## config.mk

```make
export PLATFORM = sky130hd
export DESIGN_NAME = tt_io_bist
export DESIGN_NICKNAME = d
export VERILOG_FILES = /design/src/rtl/tt_io_bist.sv
export SDC_FILE = /design/constraint.sdc
export NUM_CORES = 1
export LEC_CHECK = 0
export BUFFER_PORTS_ARGS = -buffer_cell sky130_fd_sc_hd__buf_4
export CAP_MARGIN = 20
export CORE_ASPECT_RATIO = 1.2
export CORE_UTILIZATION = 55
export CTS_CLUSTER_SIZE = 30
export DETAILED_ROUTE_END_ITERATION = 8
export PLACE_DENSITY_LB_ADDON = 0.2
export SLEW_MARGIN = 0
export SYNTH_ARGS = -nofsm -noshare
export SYNTH_HDL_FRONTEND = slang
export SYNTH_SLANG_ARGS = --single-unit
```

## constraint.sdc

```tcl
create_clock -name clk -period 3.4 [get_ports clk]
set_input_delay 0.34 -clock clk [delete_from_list [all_inputs] [get_ports clk]]
set_output_delay 0.34 -clock clk [all_outputs]
set_load 0.01 [all_outputs]
```

## src/rtl/tt_io_bist.sv

```systemverilog
// Loopback self-test: sends a pattern burst on tx_data and checks rx_data against a LAT-delayed copy.
// Latency: beat i leaves at cycle k+1+i, is compared at k+1+i+LAT, and done pulses LAT+1 cycles after the last beat.
// Backpressure: the data path has none; ena=0 freezes every register, so all outputs hold and no compare happens.
module tt_io_bist #(
  parameter int              WIDTH = 8,
  parameter int              LAT   = 1,
  parameter logic [WIDTH-1:0] POLY = WIDTH'(8'hB8),
  parameter int              LEN_W = 8,
  parameter int              ERR_W = 8
) (
  input  logic             clk,
  input  logic             rst_n,
  input  logic             ena,
  input  logic             start,
  input  logic [1:0]       mode,
  input  logic [WIDTH-1:0] seed,
  input  logic [LEN_W-1:0] burst_len,
  output logic [WIDTH-1:0] tx_data,
  output logic             tx_valid,
  input  logic [WIDTH-1:0] rx_data,
  output logic             busy,
  output logic             done,
  output logic             pass,
  output logic [ERR_W-1:0] err_cnt,
  output logic [LEN_W-1:0] first_err_idx
);

  localparam int DW = (LAT > 1) ? $clog2(LAT) : 1;

  typedef enum logic [1:0] {S_IDLE, S_RUN, S_DRAIN, S_DONE} state_t;

  state_t           state;
  state_t           state_nxt;
  logic [1:0]       mode_q;
  logic [LEN_W-1:0] len_q;
  logic [LEN_W-1:0] idx;
  logic [DW-1:0]    drn;

  // Expected-data pipe: a copy of what was sent, aged LAT cycles.
  logic             pipe_vld [LAT];
  logic [WIDTH-1:0] pipe_dat [LAT];
  logic [LEN_W-1:0] pipe_idx [LAT];

  logic             go;
  logic             last_beat;
  logic             drain_end;
  logic             mism;
  logic [WIDTH-1:0] beat0;
  logic [WIDTH-1:0] beat_nxt;
  logic [ERR_W-1:0] err_nxt;

  assign go        = ena && start && (state == S_IDLE);
  assign last_beat = (idx == len_q - LEN_W'(1));
  assign drain_end = (drn == DW'(LAT - 1));
  assign mism      = ena && pipe_vld[LAT-1] && (rx_data != pipe_dat[LAT-1]);
  assign err_nxt   = (mism && (err_cnt != '1)) ? err_cnt + ERR_W'(1) : err_cnt;

  // First beat from the live inputs; PRBS never starts from the all-zero lock-up state.
  always_comb begin
    beat0 = seed;
    case (mode)
      2'd0:    beat0 = (seed == '0) ? WIDTH'(1) : seed;
      2'd2:    beat0 = WIDTH'(1);
      default: beat0 = seed;
    endcase
  end

  // Following beat derived from the current one and the latched mode.
  always_comb begin
    beat_nxt = tx_data;
    case (mode_q)
      2'd0:    beat_nxt = tx_data[0] ? ((tx_data >> 1) ^ POLY) : (tx_data >> 1);
      2'd1:    beat_nxt = tx_data + WIDTH'(1);
      2'd2:    beat_nxt = {tx_data[WIDTH-2:0], tx_data[WIDTH-1]};
      default: beat_nxt = tx_data;
    endcase
  end

  // FSM state register.
  always_ff @(posedge clk or negedge rst_n) begin
    if (!rst_n) state <= S_IDLE;
    else        state <= state_nxt;
  end

  // FSM next state and state-decoded outputs.
  always_comb begin
    state_nxt = state;
    busy      = (state != S_IDLE);
    done      = (state == S_DONE);
    tx_valid  = (state == S_RUN);
    case (state)
      S_IDLE:  if (go) state_nxt = (burst_len == '0) ? S_DONE : S_RUN;
      S_RUN:   if (ena && last_beat) state_nxt = S_DRAIN;
      S_DRAIN: if (ena && drain_end) state_nxt = S_DONE;
      S_DONE:  if (ena) state_nxt = S_IDLE;
      default: state_nxt = S_IDLE;
    endcase
  end

  // Pattern generator, beat index, drain timer and result registers.
  always_ff @(posedge clk or negedge rst_n) begin
    if (!rst_n) begin
      mode_q        <= '0;
      len_q         <= '0;
      idx           <= '0;
      drn           <= '0;
      tx_data       <= '0;
      pass          <= 1'b0;
      err_cnt       <= '0;
      first_err_idx <= '0;
    end else if (ena) begin
      if (mism) begin
        err_cnt <= err_nxt;
        if (err_cnt == '0) first_err_idx <= pipe_idx[LAT-1];
      end
      case (state)
        S_IDLE: begin
          if (start) begin
            mode_q        <= mode;
            len_q         <= burst_len;
            idx           <= '0;
            err_cnt       <= '0;
            first_err_idx <= '0;
            pass          <= (burst_len == '0);
            if (burst_len != '0) tx_data <= beat0;
          end
        end
        S_RUN: begin
          drn <= '0;
          if (!last_beat) begin
            idx     <= idx + LEN_W'(1);
            tx_data <= beat_nxt;
          end
        end
        S_DRAIN: begin
          drn <= drn + DW'(1);
          if (drain_end) pass <= (err_nxt == '0);
        end
        default: ;
      endcase
    end
  end

  // Expected pipe shifts only while enabled so it stays aligned with the loopback.
  always_ff @(posedge clk or negedge rst_n) begin
    if (!rst_n) begin
      for (int j = 0; j < LAT; j++) begin
        pipe_vld[j] <= 1'b0;
        pipe_dat[j] <= '0;
        pipe_idx[j] <= '0;
      end
    end else if (ena) begin
      pipe_vld[0] <= tx_valid;
      pipe_dat[0] <= tx_data;
      pipe_idx[0] <= idx;
      for (int j = 1; j < LAT; j++) begin
        pipe_vld[j] <= pipe_vld[j-1];
        pipe_dat[j] <= pipe_dat[j-1];
        pipe_idx[j] <= pipe_idx[j-1];
      end
    end
  end

endmodule

```

==> metrics.txt <==
# TYPE chip_impl_metric gauge
chip_impl_info{name="synthFlopType",value="sky130_fd_sc_hd__dfrtp_1"} 1
chip_impl_info{name="min_path_type",value="primary input to asynchronous set/reset pin"} 1
chip_impl_metric{name="max_clock_freq",unit="GHz"} 0.356
chip_impl_metric{name="ys_warn_count",unit=""} 0
chip_impl_metric{name="number_of_vias_after_detailed_routing",unit=""} 3129
chip_impl_metric{name="gp_congestion",unit=""} 0.942
chip_impl_metric{name="worstPathArrival",unit="ns"} 3.02
chip_impl_metric{name="path_clk_slew",unit="ns"} 0.07
chip_impl_metric{name="routed_wirelength",unit="µm"} 8620
chip_impl_metric{name="numClockSinks",unit=""} 63
chip_impl_metric{name="post_cts_hold_buffer_count",unit=""} 0
chip_impl_info{name="rsz0062_at_grt",value="false"} 1
chip_impl_metric{name="syn-num-nets",unit=""} 418
chip_impl_metric{name="vdd.ir_drop.worst",unit="µV"} 534
chip_impl_metric{name="yosysSeqAreaShare",unit="%"} 42.1
chip_impl_metric{name="synthToLayoutAreaGrowth",unit="%"} 18.2
chip_impl_info{name="end_kind",value="flop"} 1
chip_impl_metric{name="port_buffers",unit=""} 57
chip_impl_metric{name="initial_utilization",unit="%"} 57.7
chip_impl_metric{name="timing.final.crit_share",unit="%"} 82.6
chip_impl_metric{name="timing.critical_path.required",unit="ns"} 3.61
chip_impl_metric{name="antenna_cells",unit=""} 0
chip_impl_metric{name="synthArstFlopShare",unit="%"} 100
chip_impl_info{name="setup.worst_path.class",value="flop to flop"} 1
chip_impl_metric{name="time_the_worst_path_needs_with_i_o_delays_and_setup",unit="ns"} 2.81
chip_impl_metric{name="grt_use_total",unit="%"} 26.2
chip_impl_metric{name="number_of_instances_in_the_synthesized_netlist",unit=""} 376
chip_impl_metric{name="fin_nets",unit=""} 474
chip_impl_metric{name="synth_edf_count",unit=""} 0
chip_impl_metric{name="timing_hold_violations_final",unit=""} 0
chip_impl_metric{name="pin_count",unit=""} 58
chip_impl_metric{name="nFillCells",unit=""} 543
chip_impl_metric{name="dpl.hpwl",unit="µm"} 6160
chip_impl_metric{name="drt_iter0_markers",unit=""} 272
chip_impl_info{name="tritoncts_clock_tree",value="done"} 1
chip_impl_metric{name="cts_repair_resize_count",unit=""} 0
chip_impl_metric{name="cts-buffers-inserted",unit=""} 9
chip_impl_metric{name="detailedRoute.firstPassIterationCount",unit=""} 5
chip_impl_metric{name="overflow",unit=""} 0
chip_impl_metric{name="die_h",unit="µm"} 92.3
chip_impl_metric{name="cts_setup_buffers",unit=""} 0
chip_impl_metric{name="grt_start_max_net_pins",unit=""} 64
chip_impl_info{name="outcome",value="finished clean"} 1
chip_impl_metric{name="floorplan.rows",unit=""} 32
chip_impl_metric{name="htreeDepth",unit=""} 3
chip_impl_metric{name="synth_unique_cells",unit=""} 59
chip_impl_metric{name="multi_input_comb_area",unit="µm²"} 2030
chip_impl_metric{name="report.final.setup_viol",unit=""} 0
chip_impl_metric{name="synth-seq-cells",unit=""} 63
chip_impl_metric{name="worstMarginPinSlew",unit="ns"} 0.920
chip_impl_metric{name="drt.antenna.violating_nets",unit=""} 0
chip_impl_metric{name="detail_route.wl_per_cell",unit="µm"} 16.5
chip_impl_metric{name="die-area",unit="µm²"} 7140
chip_impl_metric{name="grt_pass1_vias",unit=""} 3123
chip_impl_info{name="final_common_cell",value="sky130_fd_sc_hd__dfrtp_1"} 1
chip_impl_metric{name="worst-r2r-setup-slack",unit="ns"} 0.59
chip_impl_metric{name="syn_area_per_cell",unit="µm²"} 9.95
chip_impl_metric{name="post-route-drc-count",unit=""} 0
chip_impl_metric{name="power-per-cell-area",unit="nW/µm²"} 800
chip_impl_metric{name="die_x",unit="µm"} 77.3
chip_impl_info{name="ctsRootBufferMaster",value="sky130_fd_sc_hd__clkbuf_8"} 1
chip_impl_metric{name="timing.slew.headroom",unit="%"} 38.2
chip_impl_metric{name="fin_skew",unit="ns"} 0.00839
chip_impl_metric{name="fin_hold_ws",unit="ns"} 0.0878
chip_impl_metric{name="antenna_found_initial",unit=""} 0
chip_impl_metric{name="drv_slew",unit=""} 0
chip_impl_metric{name="setup-tns-final",unit="ns"} 0
chip_impl_metric{name="core_area",unit="µm²"} 6490
chip_impl_metric{name="post_route_cells_drive_above_1_share",unit="%"} 27.5
chip_impl_metric{name="grt_first_pass_wirelength",unit="µm"} 14700
chip_impl_metric{name="netlist_area",unit="µm²"} 3740
chip_impl_metric{name="cts_buffer_depth",unit=""} 2
chip_impl_metric{name="drv.max_cap_violation_count",unit=""} 0
chip_impl_metric{name="clock_latency",unit="ns"} 0.33
chip_impl_metric{name="final-seq-area",unit="µm²"} 1580
chip_impl_info{name="mostFrequentLayoutCells",value="sky130_fd_sc_hd__dfrtp_1 (63), sky130_fd_sc_hd__buf_4 (61), sky130_fd_sc_hd__mux2_2 (35)"} 1
chip_impl_metric{name="via_per_inst",unit=""} 5.99
chip_impl_metric{name="critPathMaxFanout",unit=""} 13
chip_impl_info{name="critPathLaunchType",value="flop"} 1
chip_impl_metric{name="p_leak",unit="nW"} 2.01
==> metrics by stage <==
step	worst slack (ns)	area [µm²]	std cells	power, W	util, %
after detailed placement	0.642	4230	506	0.00291	65.3
after global routing	0.492	4420	522	0.00380	68.2
final	0.592	4420	522	0.00354	68.2
after CTS	0.610	4420	522	0.00355	68.2
after global placement	0.710	4230	506	0.00286	65.3
after floorplan	0.866	3740	376	0.00243	-
==> cell type report <==
cell class	instances	area share, %
clock buffers	10	2.89
clock inverters	6	1.39
inverters	17	1.44
multi-input cells	280	45.9
flip-flops and latches	63	35.6
well taps	85	2.40
repair buffers	61	10.4
==> flip-flops by register name (all words and copies together), names as in the netlist, 8 cells and up <==
| name | cells |
|---|---|
| err_cnt | 8 |
| first_err_idx | 8 |
| idx | 8 |
| len_q | 8 |
| pipe_dat | 8 |
| pipe_idx | 8 |
| tx_data | 8 |
==> per-layer routing <==
layer  track usage (%)  part of all wire (%)  vias to the layer above
met2              45.7                    52                      108
met4              11.0                   1.6                        0
li1                  -                     -                     1482
met1              31.9                    41                     1523
met5                 0                     0                        -
met3              4.43                   5.3                       16
==> power by group <==
part	switching [W]	total, W	internal (W)	leakage, nW
clock network	0.000282	0.000618	0.000336	0.0960
registers	0.000345	0.00134	0.000996	0.819
logic	0.000802	0.00158	0.000779	1.10
total	0.00143	0.00354	0.00211	2.01
==> synth_stat cells, types with 2 or more instances <==
master | count | share of area (%)
sky130_fd_sc_hd__clkbuf_1 | 12 | 1.2
sky130_fd_sc_hd__a22oi_1 | 2 | 0.40
sky130_fd_sc_hd__nor4b_1 | 2 | 0.47
sky130_fd_sc_hd__a31oi_1 | 2 | 0.33
sky130_fd_sc_hd__o21ai_0 | 31 | 4.1
sky130_fd_sc_hd__nand2b_1 | 3 | 0.50
sky130_fd_sc_hd__a22o_1 | 11 | 2.6
sky130_fd_sc_hd__nor2_1 | 16 | 1.6
sky130_fd_sc_hd__or4_1 | 4 | 0.80
sky130_fd_sc_hd__nor4_1 | 4 | 0.67
sky130_fd_sc_hd__and2_1 | 2 | 0.33
sky130_fd_sc_hd__mux2_2 | 35 | 11
sky130_fd_sc_hd__o21a_1 | 2 | 0.40
sky130_fd_sc_hd__a311oi_1 | 2 | 0.47
sky130_fd_sc_hd__nand3_1 | 15 | 2.0
sky130_fd_sc_hd__nand4_1 | 4 | 0.67
sky130_fd_sc_hd__nor3_1 | 7 | 0.94
sky130_fd_sc_hd__o21ba_2 | 2 | 0.54
sky130_fd_sc_hd__inv_1 | 17 | 1.7
sky130_fd_sc_hd__nand3b_1 | 2 | 0.40
sky130_fd_sc_hd__a21o_1 | 2 | 0.40
sky130_fd_sc_hd__buf_1 | 2 | 0.20
sky130_fd_sc_hd__ha_1 | 12 | 4.0
sky130_fd_sc_hd__a21oi_1 | 18 | 2.4
sky130_fd_sc_hd__xnor2_1 | 10 | 2.3
sky130_fd_sc_hd__mux2i_1 | 6 | 1.6
sky130_fd_sc_hd__dfrtp_1 | 63 | 42
sky130_fd_sc_hd__o211ai_1 | 2 | 0.40
sky130_fd_sc_hd__xor2_1 | 17 | 4.0
sky130_fd_sc_hd__o22ai_1 | 3 | 0.50
sky130_fd_sc_hd__o31ai_1 | 3 | 0.60
sky130_fd_sc_hd__or3_1 | 3 | 0.50
sky130_fd_sc_hd__nand2_1 | 34 | 3.4
==> critical path, cell delays in order (launching register included) <==
cell	delay [ns]
sky130_fd_sc_hd__dfrtp_1	0.43
sky130_fd_sc_hd__or4_4	0.58
sky130_fd_sc_hd__or3_1	0.37
sky130_fd_sc_hd__a211oi_2	0.34
sky130_fd_sc_hd__and3_4	0.33
sky130_fd_sc_hd__o21ba_2	0.28
sky130_fd_sc_hd__mux2_2	0.36
==> final timing paths <==
path,from,to,cells after the start
worst max-delay path,len_q[0],tx_data[3],6
worst min register to register,first_err_idx[4],first_err_idx[4],1
worst max register to register,len_q[0],tx_data[3],6
max in group asynchronous,rst_n,pipe_dat[7],1
min in group clk,burst_len[7],len_q[7],2
worst min-delay path,rst_n,pass,1
==> kinds of logic (layout without fill, tap and decap cells) <==
| logic type | Yosys count | count (layout) | synth area share [%] |
|---|---|---|---|
| buffers and inverters | 33 | 94 | 3.61 |
| and+or+nand+nor | 106 | 106 | 14.7 |
| DFF | 63 | 63 | 42.1 |
| xor gates and xnor gates | 28 | 28 | 6.96 |
| muxes | 41 | 41 | 12.1 |
| adders and majority gates | 12 | 12 | 4.01 |
| AOI/OAI and AO/OA | 93 | 93 | 16.5 |
No activity file was read; power rests on OpenSTA's default activity.
